### src/rtl/mem_access_unit.sv
`default_nettype none
// +----------------------------------------------------------------------------+
// | mem_access_unit                                                            |
// | Load/store sequencer: single-word writes and 1..4 beat read bursts between |
// | a valid/ready request port and a 256x16 combinational-read data memory.    |
// | Revision: 1.0                                                              |
// +----------------------------------------------------------------------------+
module mem_access_unit #(
  parameter int AW = 8,
  parameter int DW = 16,
  parameter int LW = 2
) (
  input  logic          clk,
  input  logic          rst,
  input  logic          req_valid,
  output logic          req_ready,
  input  logic          req_we,
  input  logic [AW-1:0] req_addr,
  input  logic [LW-1:0] req_len,
  input  logic [DW-1:0] req_wdata,
  output logic          wr_done,
  output logic          rsp_valid,
  input  logic          rsp_ready,
  output logic [DW-1:0] rsp_data,
  output logic          rsp_last,
  output logic [AW-1:0] mem_addr,
  output logic          mem_rd,
  output logic          mem_wr,
  output logic [DW-1:0] mem_wdata,
  input  logic [DW-1:0] mem_rdata
);

  localparam logic [1:0] c_IDLE  = 2'd0;
  localparam logic [1:0] c_WRITE = 2'd1;
  localparam logic [1:0] c_READ  = 2'd2;
  localparam logic [1:0] c_RESP  = 2'd3;

  logic [1:0]    r_state;
  logic [1:0]    w_state_next;
  logic [AW-1:0] r_addr;
  logic [LW-1:0] r_len;
  logic [LW-1:0] r_beat;
  logic [DW-1:0] r_wdata;
  logic [DW-1:0] r_rsp_data;
  logic          r_rsp_valid;
  logic          r_rsp_last;
  logic          r_wr_done;
  logic          w_accept;
  logic          w_rsp_hs;

  assign w_accept = (r_state == c_IDLE) && req_valid;
  assign w_rsp_hs = (r_state == c_RESP) && r_rsp_valid && rsp_ready;

  always_ff @(posedge clk or negedge rst) begin
    if (!rst) begin
      r_state <= c_IDLE;
    end else begin
      r_state <= w_state_next;
    end
  end

  always_comb begin
    w_state_next = r_state;
    case (r_state)
      c_IDLE: begin
        if (req_valid) begin
          w_state_next = req_we ? c_WRITE : c_READ;
        end
      end
      c_WRITE: w_state_next = c_IDLE;
      c_READ:  w_state_next = c_RESP;
      c_RESP: begin
        if (w_rsp_hs) begin
          w_state_next = r_rsp_last ? c_IDLE : c_READ;
        end
      end
      default: w_state_next = c_IDLE;
    endcase
  end

  // Memory strobes are pure state decodes so they drop the instant reset asserts.
  always_comb begin
    req_ready = 1'b0;
    mem_rd    = 1'b0;
    mem_wr    = 1'b0;
    case (r_state)
      c_IDLE:  req_ready = 1'b1;
      c_WRITE: mem_wr    = 1'b1;
      c_READ:  mem_rd    = 1'b1;
      default: begin
        req_ready = 1'b0;
      end
    endcase
  end

  always_ff @(posedge clk or negedge rst) begin
    if (!rst) begin
      r_addr      <= '0;
      r_len       <= '0;
      r_beat      <= '0;
      r_wdata     <= '0;
      r_rsp_data  <= '0;
      r_rsp_valid <= 1'b0;
      r_rsp_last  <= 1'b0;
      r_wr_done   <= 1'b0;
    end else begin
      r_wr_done <= (r_state == c_WRITE);
      if (w_accept) begin
        r_addr  <= req_addr;
        r_wdata <= req_wdata;
        r_len   <= req_len;
        r_beat  <= '0;
      end
      if (r_state == c_READ) begin
        r_rsp_data  <= mem_rdata;
        r_rsp_valid <= 1'b1;
        r_rsp_last  <= (r_beat == r_len);
      end
      // Address wraps naturally at 2^AW.
      if (w_rsp_hs) begin
        r_rsp_valid <= 1'b0;
        r_rsp_last  <= 1'b0;
        if (!r_rsp_last) begin
          r_addr <= r_addr + 1'b1;
          r_beat <= r_beat + 1'b1;
        end
      end
    end
  end

  assign wr_done   = r_wr_done;
  assign rsp_valid = r_rsp_valid;
  assign rsp_data  = r_rsp_data;
  assign rsp_last  = r_rsp_last;
  assign mem_addr  = r_addr;
  assign mem_wdata = r_wdata;

endmodule
`default_nettype wire

### config.mk
export PLATFORM = sky130hd
export DESIGN_NAME = mem_access_unit
export DESIGN_NICKNAME = d
export VERILOG_FILES = /design/src/rtl/mem_access_unit.sv
export SDC_FILE = /design/constraint.sdc
export NUM_CORES = 1
export LEC_CHECK = 0
export CAP_MARGIN = 10
export CORE_AREA = 2 2 78 80
export DETAILED_ROUTE_END_ITERATION = 8
export DIE_AREA = 0 0 80 82
export PLACE_DENSITY = 0.79
export SLEW_MARGIN = 40
export SYNTH_ARGS = -nofsm -noshare
export SYNTH_HDL_FRONTEND = slang
export SYNTH_SLANG_ARGS = --single-unit
### constraint.sdc
create_clock -name clk -period 1.4 [get_ports clk]
set_clock_uncertainty 0.05 [all_clocks]
set_input_delay 0.28 -clock clk [delete_from_list [all_inputs] [get_ports clk]]
set_output_delay 0.28 -clock clk [all_outputs]
set_load 0.005 [all_outputs]
Yosys cells after proc, flatten, opt, wreduce, memory -nomap -nowiden
Cells that the tools add are included.
W data, S select, Z words.
{"block": "classes", "addsub": 2, "eq_ne": 6, "muxes": 18, "reduce_logical": 6}
{"op": "$mux W8", "count": 3}
{"op": "$mux W2", "count": 7}
{"op": "$add A8 B1 Y8 const B", "count": 1}
{"op": "$pmux W2 S4", "count": 1}
{"op": "$mux W1", "count": 7}
{"op": "$eq A2 B2 Y1 const B", "count": 2}
{"op": "$ne A2 B2 Y1 const B", "count": 2}
{"op": "$logic_and A1 B1 Y1", "count": 3}
{"op": "$add A2 B1 Y2 const B", "count": 1}
{"op": "$eq A2 B1 Y1 const B", "count": 1}
{"op": "$eq A2 B2 Y1", "count": 1}
{"op": "$logic_not A2 Y1", "count": 1}
{"op": "$reduce_and A2 Y1", "count": 1}
{"op": "$reduce_bool A2 Y1", "count": 1}
{"block": "word_totals", "ff_bits": 49, "inputBits": 47, "out_inout_bits": 46, "elab_cells": 41}

Logic depth before layout (Yosys ltp)
{"block": "depth", "ltp_word": 5, "ltp_mapped": 5, "depth_no_buf": 5}

Least setup slack after synthesis
Ideal clock, no wire load.
{"block": "synth_timing", "path_type": "register to register", "from": "register r_state[1]", "to": "register r_rsp_data[0], in the netlist rsp_data[0]", "arrival_ps": 1331, "required_ps": 1225, "slack_ps": -106, "path_stages_with_launch": 6, "path_buffers": 3, "synth_period_minus_slack_ps": 1506, "cell_sequence": "dfrtp_1 buf_2 nor2b_1 buf_2 buf_4 mux2_2"}
{"block": "synth_via", "elab_chain_cells": 1}
{"element": "start, declared", "line_no": "38", "source": "logic [1:0] r_state;"}
{"element": "start signal, assigned", "line_no": "56", "source": "r_state <= c_IDLE;"}
{"element": "start signal, assigned", "line_no": "58", "source": "r_state <= w_state_next;"}
{"element": "$eq A2 B2 Y1", "line_no": "114", "source": "if (r_state == c_READ) begin"}
{"element": "end signal, assigned", "line_no": "115", "source": "r_rsp_data <= mem_rdata;"}
{"element": "end, declared", "line_no": "44", "source": "logic [DW-1:0] r_rsp_data;"}
No other way between the ends.
A chain may end at the register's enable or synchronous reset.

Worst setup path in the final report
{"block": "layout_timing", "from": "register r_state[0]", "to": "register r_addr[0], in the netlist mem_addr[0]"}
{"block": "layout_via", "elab_chain_cells": 5}
{"element": "$logic_not A2 Y1", "line_no": "51", "source": "assign w_accept = (r_state == c_IDLE) && req_valid;"}
{"element": "$logic_and A1 B1 Y1", "line_no": "51"}
{"element": "$mux W8", "line_no": "108", "source": "if (w_accept) begin"}
{"element": "$mux W8", "line_no": "123", "source": "if (!r_rsp_last) begin"}
{"element": "$mux W8 (*)", "line_no": "120", "source": "if (w_rsp_hs) begin"}
{"element": "end signal, assigned", "line_no": "109", "source": "r_addr <= req_addr;"}
{"element": "end signal, assigned", "line_no": "124", "source": "r_addr <= r_addr + 1'b1;"}
{"element": "end, declared", "line_no": "40", "source": "logic [AW-1:0] r_addr;"}
Every way passes the cells marked *; elsewhere a longest branch is shown, timed or not.

==> out/results.ini <==
[setup_path]
path_class=flip-flop to flip-flop
crit_fanout=3
arrival_ps=1700
end_kind=flip-flop
cp_data_required_time_ps=1550
cp-start-kind=flip-flop

[global_route]
pin_count_of_the_biggest_net_entering_global_routing=50
grt_pass1_vias=1947
grt_use_total=0.176
gr-total-overflow=0
grt_pass1_wl_um=8860
antenna_found_initial=0

[floorplanning]
fp.coreArea_mm2=0.00575
top_level_ports=93
initial_core_util=0.362
die_height_um=82
core.rowCount=28
die-area_mm2=0.00656
die-width_um=80

[detailed_routing]
antenna_violating_nets_post_route=0
drt-initial-drc-count=105
routed_wl_um=6180
wl_per_cell_um=14.9
drc_errors=0
detail_route.first_pass.iterations=4
route.vias.total=2014
avgViaCountPerCell=4.84

[logic_synthesis]
synth_enable_flop_cells=0
asyncSetResetFlopFracSynth=1.00
post-synth-top-count-cell=sky130_fd_sc_hd__nand2_1
netlist_top_cells_count=63 x sky130_fd_sc_hd__nand2_1, 49 x sky130_fd_sc_hd__dfrtp_1, 16 x sky130_fd_sc_hd__mux2_2, 12 x sky130_fd_sc_hd__nor2_1
synthesis.area_per_instance_um2=10.5
synth.largest_area_cell=sky130_fd_sc_hd__dfrtp_1
netlist.area_leader.share=0.589
primary_ff_master_synth=sky130_fd_sc_hd__dfrtp_1
synth.ff_latch_count=49
ys_top_cells_by_area=sky130_fd_sc_hd__dfrtp_1 59%, sky130_fd_sc_hd__nand2_1 11%, sky130_fd_sc_hd__mux2_2 8.7%
synth.net_count=246
synthesis.area_mm2=0.00208
yosysWarnings=0
postSynthCellCount=198
synth-seq-area-share=0.589
yosys.cell_types.count=37

[status]
failed_checks=negative setup slack
run_status=complete, but fails checks

[placed_design]
place.port_buffers=92
dp_hpwl_um=3690
placedCellCount=379
routabilityCongestion=0.826

[finish]
diodes=0
finish.net_count=388
area_growth_pct=84.4
nFillCells=464
reg_area_mm2=0.00123
final_util=0.668
layoutNonFillerInstCount=416
total_area_of_multi_input_combinational_cells_mm2=0.00102
drive_gt1_frac=0.378

[sta]
worst_slack_ps=-157
whs_ps=419
finalSetupViolations=31
worst_pin_slew_ps=334
final_worst_path_period_share=1.11
hold_violations=0
fmax_mhz=642
finalCriticalPeriod_ps=1560
total_negative_slack_ps=-3280
final_max_slew_viol_count=0
slew-limit-headroom=0.777
grt_setup_unrepaired=yes

[power_and_ir_drop]
p_per_area_mw_per_mm2=1970
irDropWorstVdd_mv=0.841
finalPower_mw=7.55
cellLeakagePower_nw=1.82

[clock_network]
inserted_clock_buffers=5
clkLatencyLatePin_ps=310
htree_num_levels=2
root_buffer=sky130_fd_sc_hd__clkbuf_8
cts_num_sinks=49
tritoncts_clock_tree=yes
cts.clk_slew.worst_paths_ps=90
clockBufferDepth=2

[hold_path]
hp-class=primary input to asynchronous set/reset pin

[run]
maxCapViolations=0

path summary, 6_finish.rpt:
path / start / endpoint / slack (ps) / cells after the start
setup / recovery: r_state[0]$_DFFE_PN0P_ / mem_addr[0]$_DFF_PN0_ / -160 / 6
hold / removal: rst / mem_addr[3]$_DFF_PN0_ / 420 / 3
setup reg to reg: r_state[0]$_DFFE_PN0P_ / mem_addr[0]$_DFF_PN0_ / -160 / 6
hold reg to reg: mem_wdata[9]$_DFFE_PN0P_ / mem_wdata[9]$_DFFE_PN0P_ / 430 / 2
max in group asynchronous: rst / mem_addr[6]$_DFF_PN0_ / 640 / 3
min in group clk: mem_wdata[9]$_DFFE_PN0P_ / mem_wdata[9]$_DFFE_PN0P_ / 430 / 2
timing repair:
| action | in CTS | in global routing |
|---|---|---|
| pin swaps | 26 | 21 |
| hold endpoints to repair | 49 | 0 |
| gates cloned | 1 | 1 |
| setup buffers | 21 | 6 |
| gates resized for setup | 100 | 40 |
| setup endpoints to repair | 90 | 49 |
| hold buffers | 1 | 0 |
cells by family after synthesis:
family / count (synthesis) / synth area share
buf+inv: 12 / 0.0283
mux: 16 / 0.0866
simple gates: 93 / 0.192
fa+ha+maj: 1 / 0.00601
flops: 49 / 0.589
compound gates: 24 / 0.0854
xor+xnor: 3 / 0.0126
power by group:
group / internal [mW] / switching, mW
registers: 2.10 / 0.395
clock network: 0.401 / 0.481
logic: 2.40 / 1.78
total: 4.89 / 2.65
per-layer routing:
metal / GRT usage / wire, um / vias up
li1: - / - / 949
met1: 0.201 / 2350 / 974
met2: 0.312 / 3330 / 79
met3: 0.0505 / 387 / 12
met4: 0.0729 / 119 / 0
met5: 0 / 0 / -
state kept, by name, indices dropped and copies added (netlist names):
signal and flops:
rsp_data 16, rsp_last 1, mem_addr 8, mem_wdata 16, r_state 2, rsp_valid 1, r_beat 2, wr_done 1
r_len 2
layout by cell type (no fill, tap or decap), types with 2 or more instances in the layout:
master / instances
sky130_fd_sc_hd__a32o_1: 2
sky130_fd_sc_hd__xnor2_1: 2
sky130_fd_sc_hd__a21oi_1: 4
sky130_fd_sc_hd__o21ai_1: 2
sky130_fd_sc_hd__buf_6: 16
sky130_fd_sc_hd__buf_12: 6
sky130_fd_sc_hd__nand3_1: 4
sky130_fd_sc_hd__nand2_2: 18
sky130_fd_sc_hd__clkbuf_8: 6
sky130_fd_sc_hd__nand2_4: 8
sky130_fd_sc_hd__nor2_4: 3
sky130_fd_sc_hd__nor3_1: 2
sky130_fd_sc_hd__buf_4: 30
sky130_fd_sc_hd__buf_2: 3
sky130_fd_sc_hd__a21oi_2: 3
sky130_fd_sc_hd__o211ai_1: 2
sky130_fd_sc_hd__dfrtp_1: 49
sky130_fd_sc_hd__a31oi_1: 2
sky130_fd_sc_hd__nor2_1: 9
sky130_fd_sc_hd__inv_1: 2
sky130_fd_sc_hd__nand2_1: 38
sky130_fd_sc_hd__clkdlybuf4s50_1: 45
sky130_fd_sc_hd__dlygate4sd2_1: 41
sky130_fd_sc_hd__mux2_2: 16
metrics by stage:
| step | instance area, um2 | setup WS, ps |
|---|---|---|
| 2_1_floorplan | 2110 | -33.6 |
| 3_3_place_gp | 3240 | -464 |
| 3_5_place_dp | 3240 | -470 |
| 4_1_cts | 3620 | -151 |
| 5_1_grt | 3840 | -231 |
| 6_report | 3840 | -157 |
area by class of cell:
class,count,share of cell area
Clock inverter,2,0.00359
Timing Repair Buffer,144,0.362
Multi-Input combinational cell,137,0.265
Inverter,3,0.00294
Sequential cell,49,0.320
Tap cell,75,0.0245
Clock buffer,6,0.0215
critical path: stages (launching register included):
cell	delay [ps]
sky130_fd_sc_hd__dfrtp_1	410
sky130_fd_sc_hd__buf_6	130
sky130_fd_sc_hd__buf_6	110
sky130_fd_sc_hd__buf_6	110
sky130_fd_sc_hd__nor3b_4	260
sky130_fd_sc_hd__a21oi_2	90
sky130_fd_sc_hd__a221o_1	300
Power figures use the tool's default switching activity.
